<file path="src/rtl/fp_encode.sv">
// fp_encode: iterative normalize / round-to-nearest-even / pack unit producing IEEE-754 half or
// single words. One alignment shift per cycle; valid/ready handshake on input and output.
module fp_encode (
   input  logic        clk,
   input  logic        rst,
   input  logic        in_valid,
   output logic        in_ready,
   input  logic        sign_in,
   input  logic [9:0]  exp_in,
   input  logic [47:0] mant_in,
   input  logic [1:0]  special_in,
   input  logic        MODE_FP,
   output logic [31:0] RESULT,
   output logic        out_valid,
   input  logic        out_ready,
   output logic        overflow,
   output logic        underflow,
   output logic        inexact
);

   typedef enum logic [2:0] {StIdle, StAlign, StRound, StPack, StDone} state_e;

   state_e             state_q, state_d;
   logic               sign_q, sign_d;
   logic               mode_q, mode_d;
   logic [1:0]         special_q, special_d;
   // Two guard bits so alignment and rounding carries cannot wrap the exponent.
   logic signed [11:0] exp_q, exp_d;
   logic [47:0]        mant_q, mant_d;
   logic               sticky_q, sticky_d;
   logic               rnd_inexact_q, rnd_inexact_d;
   logic [31:0]        result_q, result_d;
   logic               ovf_q, ovf_d;
   logic               unf_q, unf_d;
   logic               inx_q, inx_d;
   logic               out_valid_q, out_valid_d;

   logic               guard, lsb, rnd_sticky, round_up;
   logic [47:0]        trunc_mant, ulp, rnd_mant;
   logic               hidden, ovf_hit;
   logic [7:0]         field;
   logic signed [11:0] exp_max;
   logic [31:0]        inf_word, zero_word, nan_word;

   // Format-dependent rounding terms and packing constants, derived from the held operand
   always_comb begin
      if (mode_q) begin
         guard      = mant_q[22];
         lsb        = mant_q[23];
         rnd_sticky = sticky_q | (|mant_q[21:0]);
         trunc_mant = {mant_q[47:23], 23'd0};
         ulp        = 48'h0000_0080_0000;
         exp_max    = 12'sd255;
         inf_word   = {sign_q, 31'h7F80_0000};
         zero_word  = {sign_q, 31'h0000_0000};
         nan_word   = 32'h7FC0_0000;
      end else begin
         guard      = mant_q[35];
         lsb        = mant_q[36];
         rnd_sticky = sticky_q | (|mant_q[34:0]);
         trunc_mant = {mant_q[47:36], 36'd0};
         ulp        = 48'h0010_0000_0000;
         exp_max    = 12'sd31;
         inf_word   = {16'd0, sign_q, 15'h7C00};
         zero_word  = {16'd0, sign_q, 15'h0000};
         nan_word   = 32'h0000_7E00;
      end
      round_up = guard & (rnd_sticky | lsb);
      rnd_mant = trunc_mant + (round_up ? ulp : 48'd0);
      hidden   = mant_q[46];
      // Without the hidden bit the value is denormal (or zero) and the field encodes as 0.
      field    = hidden ? exp_q[7:0] : 8'd0;
      ovf_hit  = hidden && (exp_q >= exp_max);
   end

   // Next-state and datapath updates for the normalize / round / pack sequence
   always_comb begin
      state_d       = state_q;
      sign_d        = sign_q;
      mode_d        = mode_q;
      special_d     = special_q;
      exp_d         = exp_q;
      mant_d        = mant_q;
      sticky_d      = sticky_q;
      rnd_inexact_d = rnd_inexact_q;
      result_d      = result_q;
      ovf_d         = ovf_q;
      unf_d         = unf_q;
      inx_d         = inx_q;
      out_valid_d   = out_valid_q;
      case (state_q)
         StIdle: begin
            if (in_valid) begin
               sign_d    = sign_in;
               mode_d    = MODE_FP;
               special_d = special_in;
               exp_d     = {{2{exp_in[9]}}, exp_in};
               mant_d    = mant_in;
               sticky_d  = 1'b0;
               state_d   = (special_in != 2'b00) ? StPack : StAlign;
            end
         end
         StAlign: begin
            if (mant_q == 48'd0) begin
               state_d = StRound;
            end else if (mant_q[47] || (exp_q < 12'sd1)) begin
               mant_d   = mant_q >> 1;
               exp_d    = exp_q + 12'sd1;
               sticky_d = sticky_q | mant_q[0];
            end else if (!mant_q[46] && (exp_q > 12'sd1)) begin
               mant_d = mant_q << 1;
               exp_d  = exp_q - 12'sd1;
            end else begin
               state_d = StRound;
            end
         end
         StRound: begin
            rnd_inexact_d = guard | rnd_sticky;
            // A carry out of the significand renormalizes; the bit dropped here is always 0.
            if (rnd_mant[47]) begin
               mant_d = rnd_mant >> 1;
               exp_d  = exp_q + 12'sd1;
            end else begin
               mant_d = rnd_mant;
            end
            state_d = StPack;
         end
         StPack: begin
            ovf_d = 1'b0;
            unf_d = 1'b0;
            inx_d = 1'b0;
            case (special_q)
               2'b01:   result_d = zero_word;
               2'b10:   result_d = inf_word;
               2'b11:   result_d = nan_word;
               default: begin
                  if (ovf_hit) begin
                     result_d = inf_word;
                     ovf_d    = 1'b1;
                     inx_d    = 1'b1;
                  end else begin
                     result_d = mode_q ? {sign_q, field, mant_q[45:23]}
                                       : {16'd0, sign_q, field[4:0], mant_q[45:36]};
                     inx_d    = rnd_inexact_q;
                     unf_d    = (field == 8'd0) && rnd_inexact_q;
                  end
               end
            endcase
            out_valid_d = 1'b1;
            state_d     = StDone;
         end
         StDone: begin
            if (out_ready) begin
               out_valid_d = 1'b0;
               state_d     = StIdle;
            end
         end
         default: state_d = StIdle;
      endcase
   end

   // State and datapath registers with synchronous reset
   always_ff @(posedge clk) begin
      if (rst) begin
         state_q       <= StIdle;
         sign_q        <= 1'b0;
         mode_q        <= 1'b0;
         special_q     <= 2'b00;
         exp_q         <= 12'sd0;
         mant_q        <= 48'd0;
         sticky_q      <= 1'b0;
         rnd_inexact_q <= 1'b0;
         result_q      <= 32'd0;
         ovf_q         <= 1'b0;
         unf_q         <= 1'b0;
         inx_q         <= 1'b0;
         out_valid_q   <= 1'b0;
      end else begin
         state_q       <= state_d;
         sign_q        <= sign_d;
         mode_q        <= mode_d;
         special_q     <= special_d;
         exp_q         <= exp_d;
         mant_q        <= mant_d;
         sticky_q      <= sticky_d;
         rnd_inexact_q <= rnd_inexact_d;
         result_q      <= result_d;
         ovf_q         <= ovf_d;
         unf_q         <= unf_d;
         inx_q         <= inx_d;
         out_valid_q   <= out_valid_d;
      end
   end

   assign in_ready  = (state_q == StIdle);
   assign out_valid = out_valid_q;
   assign RESULT    = result_q;
   assign overflow  = ovf_q;
   assign underflow = unf_q;
   assign inexact   = inx_q;

endmodule

</file>
<file path="config.mk">
export PLATFORM = sky130hd
export DESIGN_NAME = fp_encode
export DESIGN_NICKNAME = d
export VERILOG_FILES = /design/src/rtl/fp_encode.sv
export SDC_FILE = /design/constraint.sdc
export NUM_CORES = 1
export LEC_CHECK = 0
export CORE_UTILIZATION = 46
export DETAILED_ROUTE_END_ITERATION = 7
export GPL_TIMING_DRIVEN = 0
export PLACE_DENSITY = 0.68
export REMOVE_ABC_BUFFERS = 1
export SYNTH_ARGS = -nofsm -noshare
export SYNTH_HDL_FRONTEND = slang
export SYNTH_SLANG_ARGS = --single-unit
</file>
<file path="constraint.sdc">
create_clock -name clk -period 10.7 [get_ports clk]
set_input_delay 1.605 -clock clk [delete_from_list [all_inputs] [get_ports clk]]
set_output_delay 1.605 -clock clk [all_outputs]
set_load 0.01 [all_outputs]
</file>
==> metrics.txt <==
initial antenna violation count=0; Setup Buffers After CTS=0; RSZ-0062 raised after global routing=no; Critical Path End Type=flip-flop; Final min period=between 6000 and 7000 ps; Inserted Diodes=0; Flop pwr share=32.0%; Final Max Slew Viols=0; Lkg Pwr=~2.8 nW; Synth Register Bits=105; io pins=approximately 100; Die Height=126 um; Worst R2R Start=mode_q; most frequent cell after synthesis=nand2_1; dpl cell area=between 8000 and 9000 sq um; CP Data Required Time=10980 ps; core area=14800 sq um; synthesized area per cell=~7.1 sq um; Distinct cells, synth=62; Primary FF master, synth=dfxtp_1; first-pass GRT wire length=roughly 37 mm; worst clock skew=about 14 ps; Vias=about 7700; Setup TNS Final=0 ps; via-per-instance ratio=about 6.3; status=finished clean; synthesized area=7080 sq um; Clock Latency Late Sink=about 360 ps; H-tree depth=3; CTS tree=built; hold-critical path depth=2; die area=around 16000 sq um; Initial DRC Count=between 600 and 700; Yosys top cell area share=between 20 and 30%; Num CTS Buffers=9; HP Start=RESULT[19]; Std-Cell Rows=44; Hold Fails Final Rpt=0; grt total ovfl=0; Worst Path Class, Setup=flip-flop to flip-flop; area leader, netlist=dfxtp_1; share of layout cells above drive strength 1=4.84%; vias in the first global route=7007; Area growth, synth to finish=19.5%; initial core utilization=48.0%; Antenna Nets Post-Route=0; final instance area=around 8500 sq um; period utilization=between 60% and 70%; # clock sinks=approximately 110; number of synthesized flops with an enable pin=0; DRT Pass-1 Iters=6; Peak VDD IR=0.154 mV; setup violators final=0; worst r2r path cells=13; Max-Cap Viols=0; NetSw=0.00118 W; drc violations=0; FFs w/ async S/R, synth=0%; Worst Tran Pin Value=around 1400 ps; fmax=146 MHz; Slew HR=7.36%; Clk pwr share=about 15%; CTS resizes=0; internal power=approximately 0.0012 W; R2R Path End=exp_q[2]; Hold Path End=RESULT[19]; routability cong.=between 0.8 and 0.9; Total GRT Usage=between 20% and 30%; crit path launch type=flip-flop; clk slew on worst S/H paths=around 70 ps; die width=around 130 um; Area contributors post-synth=dfxtp_1 (30%), a21oi_1 (8.8%), nand2_1 (7.4%); detailed placement HPWL=about 15 mm; CTS Root Cell=clkbuf_16; reg-to-reg slack, setup=3860 ps; total number of yosys warnings=0; wire per inst=around 19 um; WL final=roughly 23 mm; HP Class=flip-flop to flip-flop; Synth top cells by count=nand2_1 (140), a21oi_1 (125), dfxtp_1 (105), clkbuf_1 (92), nor2_1 (86); Worst EP arrival=approximately 7100 ps; Final #Nets=about 1100; clock buffer depth=2; power density cells=approximately 280 nW/um^2; Crit Path Max Fanout=36; switching portion of total power=between 40% and 50%; PortBufs=~100; largest net degree at the start of global routing=between 70 and 80; Logic pwr share=52.6%; sequential area share after synthesis=between 20 and 30%; Mapped Cells=approximately 1000; CTS Hold Bufs=0
## layout by cell type (no fill, tap or decap), types with 4 or more instances in the layout
| cell | netlist | final |
|---|---|---|
| nand2_1 | 140 | 139 |
| a21oi_1 | 125 | 125 |
| dfxtp_1 | 105 | 105 |
| clkdlybuf4s50_1 | 0 | 101 |
| nor2_1 | 86 | 85 |
| o21ai_0 | 72 | 72 |
| a211oi_1 | 41 | 41 |
| nand3_1 | 32 | 32 |
| a31oi_1 | 30 | 30 |
| nor3_1 | 22 | 21 |
| xnor2_1 | 16 | 16 |
| nor4_1 | 15 | 15 |
| nand4_1 | 15 | 15 |
| a22oi_1 | 14 | 14 |
| inv_1 | 13 | 13 |
| mux2i_1 | 13 | 13 |
| or3_1 | 12 | 12 |
| o211ai_1 | 12 | 12 |
| xor2_1 | 11 | 11 |
| and3_1 | 10 | 10 |
| a221oi_1 | 10 | 10 |
| ha_1 | 9 | 9 |
| clkbuf_16 | 0 | 9 |
| mux2_2 | 8 | 8 |
| and2_1 | 7 | 7 |
| a311oi_1 | 7 | 7 |
| and4_1 | 6 | 6 |
| o31ai_1 | 6 | 6 |
| buf_6 | 0 | 6 |
| a21o_1 | 5 | 5 |
| o21ai_1 | 4 | 4 |
| or2_2 | 4 | 4 |
| a211o_1 | 4 | 4 |
| a221o_1 | 4 | 4 |
| o22ai_1 | 4 | 4 |
| buf_8 | 0 | 4 |
## state kept, by name (all words and copies together) (netlist names)
| register | flops |
|---|---|
| special_q | 2 |
| overflow | 1 |
| mode_q | 1 |
| sign_q | 1 |
| state_q | 3 |
| exp_q | 12 |
| sticky_q | 1 |
| out_valid | 1 |
| rnd_inexact_q | 1 |
| inexact | 1 |
| RESULT | 32 |
| underflow | 1 |
| mant_q | 48 |
## critical path, cell delays in order (launching register included)
cell	delay [ps]
dfxtp_1	1250
inv_1	570
a2111oi_0	680
nand2_1	170
and3_1	230
ha_1	240
ha_1	270
and3_1	320
a41oi_2	750
or3_1	310
nand2_1	580
o21ai_0	970
o21ai_0	220
a21oi_1	170
## stage by stage
step / power [W] / utilization [%] / setup WS [ps] / instances / hold slack (ps)
6_report: 0.00238 / 57.4 / 3860 / 1216 / 449
5_1_grt: 0.00255 / 57.4 / 3370 / 1216 / 478
4_1_cts: 0.00235 / 57.3 / 4080 / 1215 / 453
3_5_place_dp: 0.00199 / 55.2 / 4120 / 1199 / 444
3_3_place_gp: 0.00191 / 53.8 / 1360 / 1186 / 440
2_1_floorplan: 0.00151 / - / 4460 / 900 / 470
## kinds of logic after synthesis
logic type / Yosys count / synth area share, %
adders and majority gates: 10 / 1.73
and+or+nand+nor: 358 / 23.0
AOI/OAI and AO/OA: 366 / 32.8
xor gates and xnor gates: 27 / 3.34
muxes: 21 / 3.11
buffers and inverters: 117 / 6.36
DFF: 105 / 29.7
## area by class of cell
| cell class | instances | area [sq um] |
|---|---|---|
| clock buffers | 12 | 236 |
| flip-flops and latches | 105 | 2100 |
| multi-input cells | 782 | 4560 |
| inverters | 13 | 48.8 |
| clock inverters | 4 | 76.3 |
| well taps | 184 | 230 |
| fillers | 1429 | 6290 |
| repair buffers | 116 | 1210 |
## power groups by stage
stage / Combinational, W / Clock, W / Sequential (W)
after floorplan: 0.000836 / 0 / 0.000675
after global placement: 0.00114 / 0 / 0.000763
after detailed placement: 0.00123 / 0 / 0.000762
after CTS: 0.00123 / 0.000370 / 0.000752
after global routing: 0.00138 / 0.000384 / 0.000786
final: 0.00125 / 0.000365 / 0.000760
## how the worst max path moves through the flow
stage / from / to
floorplan: exp_q[8] / exp_q[1]
global placement: exp_q[2] / exp_q[1]
detailed placement: mode_q / exp_q[5]
CTS: mode_q / exp_q[5]
global route: mode_q / exp_q[2]
finish: mode_q / exp_q[2]
## routing by layer
layer  track usage [%]  up-vias  wire length (um)
met5                 0        -                 0
met4              8.65        0               381
met3              4.33       35              1280
met2              47.4      283             10700
met1              38.2     3640             10300
li1                  -     3741                 -
Power figures use the tool's default switching activity.
